`config.mk`:
```
export PLATFORM = sky130hd
export DESIGN_NAME = instruction_fetch
export DESIGN_NICKNAME = d
export VERILOG_FILES = /design/src/rtl/instruction_fetch.sv
export SDC_FILE = /design/constraint.sdc
export NUM_CORES = 1
export LEC_CHECK = 0
export BUFFER_PORTS_ARGS = -buffer_cell sky130_fd_sc_hd__buf_2
export CAP_MARGIN = 0
export CORE_MARGIN = 1
export CORE_UTILIZATION = 45
export CTS_BUF_LIST = sky130_fd_sc_hd__clkbuf_4
export DETAILED_ROUTE_END_ITERATION = 10
export PLACE_DENSITY = 0.71
export SLEW_MARGIN = 25
export SYNTH_ARGS = -nofsm -noshare
export SYNTH_HDL_FRONTEND = slang
export SYNTH_SLANG_ARGS = --single-unit
```
`constraint.sdc`:
```
create_clock -name i_clk -period 6.1 [get_ports i_clk]
set_input_delay 0.915 -clock i_clk [delete_from_list [all_inputs] [get_ports i_clk]]
set_output_delay 0.915 -clock i_clk [all_outputs]
set_load 0.005 [all_outputs]
```
`src/rtl/instruction_fetch.sv`:
```
// instruction_fetch: RV32I fetch stage owning the PC and the IF/ID register toward decode.
module instruction_fetch #(
  parameter int ADDR_W = 10,
  parameter int INSTR_LEN = 32,
  parameter int PC_W = 32,
  parameter logic [PC_W-1:0] RESET_PC = '0
) (
  input  logic                 i_clk,
  input  logic                 i_rst_n,
  output logic [ADDR_W-1:0]    o_imem_addr,
  input  logic [INSTR_LEN-1:0] i_imem_data,
  input  logic                 i_redirect_valid,
  input  logic [PC_W-1:0]      i_redirect_pc,
  output logic                 o_if_valid,
  output logic [INSTR_LEN-1:0] o_if_instr,
  output logic [PC_W-1:0]      o_if_pc,
  input  logic                 i_id_ready,
  output logic                 o_misaligned,
  output logic [PC_W-1:0]      o_fault_pc,
  output logic [31:0]          o_fetch_cnt
);
  typedef enum logic [1:0] {BOOT, RUN, HALT} state_t;
  state_t state, next_state;
  logic [PC_W-1:0] pc;
  logic redir, bad, good, load, xfer;
  assign redir = i_redirect_valid && state != HALT;
  assign bad = redir && |i_redirect_pc[1:0];
  assign good = redir && !bad;
  assign load = state == RUN && !redir && (!o_if_valid || i_id_ready);
  assign xfer = o_if_valid && i_id_ready;
  assign o_imem_addr = pc[ADDR_W+1:2];
  always_comb next_state = (state == HALT || bad) ? HALT : RUN;
  always_ff @(posedge i_clk or negedge i_rst_n)
    if (!i_rst_n) state <= BOOT;
    else state <= next_state;
  always_ff @(posedge i_clk or negedge i_rst_n)
    if (!i_rst_n) begin
      pc <= RESET_PC;
      o_if_valid <= 1'b0;
      o_if_instr <= '0;
      o_if_pc <= '0;
      o_misaligned <= 1'b0;
      o_fault_pc <= '0;
      o_fetch_cnt <= '0;
    end else begin
      // a transfer completes even when a redirect flushes the register in the same cycle
      if (xfer) o_fetch_cnt <= o_fetch_cnt + 32'd1;
      if (good) pc <= i_redirect_pc;
      else if (load) pc <= pc + PC_W'(4);
      if (redir) o_if_valid <= 1'b0;
      else if (load) o_if_valid <= 1'b1;
      if (load) begin
        o_if_instr <= i_imem_data;
        o_if_pc <= pc;
      end
      if (bad) begin
        o_misaligned <= 1'b1;
        o_fault_pc <= i_redirect_pc;
      end
    end
endmodule

```
==> Word level (Yosys, flattened, before mapping) <==
Cells that the tools add are included.
{ "classes": {"add_sub_neg": 2, "eq_ne": 3, "n_mux": 5, "n_reduce_logical": 14} }
{ "op_table": {"columns": ["operator", "count"], "rows": [
  ["32-bit 2-to-1 mux", 2],
  ["32-bit by 1-bit adder with 32-bit output (second input constant)", 1],
  ["32-bit by 3-bit adder with 32-bit output (second input constant)", 1],
  ["1-bit logical AND", 6],
  ["2-bit nonzero test", 2],
  ["1-bit logical NOT", 3],
  ["2-bit by 1-bit equality test with 1-bit output (second input constant)", 1],
  ["2-bit equality test (second input constant)", 1],
  ["1-bit logical OR", 2],
  ["1-bit 2-to-1 mux", 2],
  ["2-bit 2-to-1 mux", 1],
  ["2-bit inequality test (second input constant)", 1],
  ["2-bit OR reduction", 1]
]} }
{ "word_totals": {"regBits": 164, "in_bits": 68, "out_inout_bits": 140} }

==> Longest topological paths before layout <==
{ "depth": {"depth_word": 7, "ltp_mapped": 7} }

==> Worst setup path before layout <==
No wires, ideal clock.
{ "synth_timing": {"path_type": "input to register", "from": "input i_id_ready", "to": "register o_fetch_cnt[30]", "arrival_ns": 2.153, "t_required_ns": 5.977, "slack_ns": 3.824, "stages": 6, "cell_sequence": "and2_1 -> buf_2 -> nand4_1 -> nor4_2 -> nand4b_1 -> xnor2_1"} }
{ "synth_via": {"elab_chain_len": 1} }
{ "synth_rtl": {"columns": ["item", "line_no", "rtl"], "rows": [
  ["from (decl)", "17", "input logic i_id_ready,"],
  ["1-bit logical AND", "30", "assign xfer = o_if_valid && i_id_ready;"],
  ["to (signal assigned)", "47", "if (xfer) o_fetch_cnt <= o_fetch_cnt + 32'd1;"],
  ["to (decl)", "20", "output logic [31:0] o_fetch_cnt"]
]} }
No other way between the ends.
A chain may end at the register's enable or synchronous reset.

==> Worst setup path in the final report <==
{ "layout_timing": {"from": "register o_if_valid", "to": "register pc[12]"} }
{ "layout_via": {"elab_chain_len": 4} }
{ "layout_rtl": {"columns": ["item", "line_no", "rtl"], "rows": [
  ["from (decl)", "14", "output logic o_if_valid,"],
  ["from (signal assigned)", "39", "o_if_valid <= 1'b0;"],
  ["from (signal assigned)", "50", "if (redir) o_if_valid <= 1'b0;"],
  ["from (signal assigned)", "51", "else if (load) o_if_valid <= 1'b1;"],
  ["1-bit logical NOT", "29", "assign load = state == RUN && !redir && (!o_if_valid || i_id_ready);"],
  ["1-bit logical OR", "29", null],
  ["1-bit logical AND", "29", null],
  ["2-bit nonzero test (no source line)", null, null],
  ["to (signal assigned)", "48", "if (good) pc <= i_redirect_pc;"],
  ["to (signal assigned)", "49", "else if (load) pc <= pc + PC_W'(4);"],
  ["to (decl)", "24", "logic [PC_W-1:0] pc;"]
]} }
No other way between the ends.

==> metrics.txt <==
YS warnings 0; unrepaired setup endpoints after global routing no; Tot GR Track Use 0.213; worst hold path class in2async; final hold vios 0; Unique masters post-synth 51; die area 16300 µm²; H-tree level count 4; Yosys reg bits between 150 and 200; first-pass GRT wire length 27400 µm; Seq/Total Area, Yosys 0.578; WP data arrival 2.81 ns; core area 15300 µm²; critical path fanouts, max 77; minimum clock period 2.38 ns; XOR/XNOR Fraction of Synth Area 0.0432; synthesized area per cell 10.1 µm²; Tightest Pin Transition 0.874 ns; status finished clean; type of origin of the critical path flip-flop; Post-Syn Area about 7100 µm²; initial antenna violation count 1; Root Driver clkbuf_4; Hold-fix buffers, CTS 0; Power Dens Cells about 220 nW/µm²; endpoints failing setup 0; simple-gate share of the synthesized area 0.230; Post-synth top cells nand2_1, dfrtp_1, mux2_2; CTS clk-pin slew, worst paths 0.13 ns; clk_lat worst skew 0.54 ns; nets@finish 961; via count 5684; Final GP Congestion between 0.7 and 0.8; die outline height 128 µm; CTS tree done; Iteration-0 DRC Markers 340; Pleak about 4.7 nW; most numerous cell in the Yosys netlist nand2_1; Pins Over Slew Limit 0; mux contribution to synthesized area 0.0492; largest family of logic cells by synthesized area simple AND/OR/NAND/NOR gates; final HPWL from detailed placement roughly 11000 µm; Rows 45; Worst Clk Skew between 0.01 and 0.015 ns; cell taking the most area after synthesis dfrtp_1; share of cells above drive strength 1 0.313; DR pass1 iterations 5; DR vias/cell between 5 and 6; remaining global-route overflow 0; vias in the first global route roughly 5400; asr flop ratio synth 1.00; Synth area leaders dfrtp_1, nand2_1, mux2_2, xnor2_1, nand3_1; VDD IR max around 0.095 mV; Slew Limit Headroom 0.417; ys flop type dfrtp_1; CP required 6.53 ns; postcts setup bufs 0; DRT antenna net count 0; Tcrit/Tclk final 0.390; Inserted Clock Buffers 17; Post-synth EDFFs 0; Final Util 0.559; Setup CP Type reg2reg; I/O pins 208; Synth Area in Compound Gates 0.0641; crit end category flip-flop; syn nets a little under 800; WL/cell between 10 and 15 µm; Initial Util 0.464; Residual DRC 0; Syn Inst Count between 700 and 800; Achievable Freq 420 MHz; Fin Setup TNS 0 ns; clk sinks 164; largest net degree at the start of global routing 121; max cap viols 0; die width 128 µm; P&R area growth vs syn 20.5%; top cell type's share of synthesized area 0.578; adder-cell share of the synthesized area 0.00352; cts repair resizes 0; Port Buffers 207; clock buffer depth 2; Post-Route WL approximately 17000 µm
==> report_power, final <==
group          internal (mW)  switching (mW)
sequential              1.13          0.0414
clock                  0.249           0.344
combinational         0.0708          0.0763
==> state kept, by name, indices dropped and copies added, names as in the netlist <==
signal        cells
o_if_instr       32
pc               32
o_misaligned      1
o_if_pc          32
state             2
o_if_valid        1
o_fault_pc       32
o_fetch_cnt      32
==> logic make-up after synthesis <==
group                      count (synthesis)
DFF                                      164
AOI/OAI and AO/OA                         66
buffers and inverters                     49
muxes                                     31
adders and majority gates                  2
and+or+nand+nor                          356
xor gates and xnor gates                  35
==> worst max-delay path, stage by stage, from the launching register on <==
cell and delay (ns):
dfrtp_1 0.43, nor2b_1 0.16, nor3_2 0.14, buf_4 0.68
nor2_1 0.14, buf_4 0.24, a21o_1 0.17, a221o_1 0.30
==> area by class of cell <==
| class | instances | area, µm² |
|---|---|---|
| fillers | 1441 | 6760 |
| inverters | 5 | 18.8 |
| multi-input cells | 490 | 2790 |
| flip-flops and latches | 164 | 4100 |
| diodes | 1 | 2.50 |
| clock buffers | 21 | 158 |
| well taps | 211 | 264 |
| repair buffers | 213 | 1130 |
| clock inverters | 9 | 88.8 |
==> path summary, 6_finish.rpt <==
kind / to / depth (start not counted) / from / slack [ns]
hold / removal: o_if_instr[10] / 1 / i_rst_n / 0.44
min in group i_clk: o_fetch_cnt[31] / 1 / o_fetch_cnt[31] / 0.48
hold reg to reg: o_fetch_cnt[31] / 1 / o_fetch_cnt[31] / 0.48
setup / recovery: pc[12] / 7 / o_if_valid / 3.72
setup reg to reg: pc[12] / 7 / o_if_valid / 3.72
max in group asynchronous: o_fetch_cnt[1] / 2 / i_rst_n / 4.54
==> cells in the final DEF, fill, tap and decap left out, types with 3 or more instances in the layout <==
cell      instances
and4_1            4
nand4_1          13
buf_4             4
xor2_1           10
o311ai_0          5
o21ai_0          20
nor3_1            8
and3_1            8
nand2_1         238
o211ai_1          7
nor4_1            3
mux2_2           31
nor2_1           19
nand3_1          27
dfrtp_1         164
buf_2           206
xnor2_1          25
a21o_1            3
a22oi_1           6
a221o_1           8
or4_1             5
a31oi_1           3
nand2b_1          6
clkinv_1          5
clkbuf_4         21
inv_1             5
a21oi_1           7
and2_1            6
==> stage by stage <==
stage | cells | hold slack, ns | power (mW) | cell area, µm² | setup WS [ns]
2_1_floorplan | 703 | 0.430 | 1.24 | 7100 | 3.82
3_3_place_gp | 1081 | 0.445 | 1.33 | 8250 | 3.23
3_5_place_dp | 1082 | 0.452 | 1.34 | 8280 | 3.20
4_1_cts | 1112 | 0.451 | 1.94 | 8530 | 3.70
5_1_grt | 1113 | 0.488 | 2.01 | 8560 | 3.53
6_report | 1114 | 0.444 | 1.91 | 8560 | 3.72
==> layer usage <==
| layer | vias to the layer above | track usage | share of wire | wire (µm) |
|---|---|---|---|---|
| li1 | 2753 | - | - | - |
| met1 | 2723 | 0.289 | 0.46 | 7600 |
| met2 | 188 | 0.340 | 0.47 | 7780 |
| met3 | 20 | 0.0444 | 0.061 | 1010 |
| met4 | 0 | 0.0782 | 0.014 | 231 |
| met5 | - | 0 | 0 | 0 |
Power figures use the tool's default switching activity.
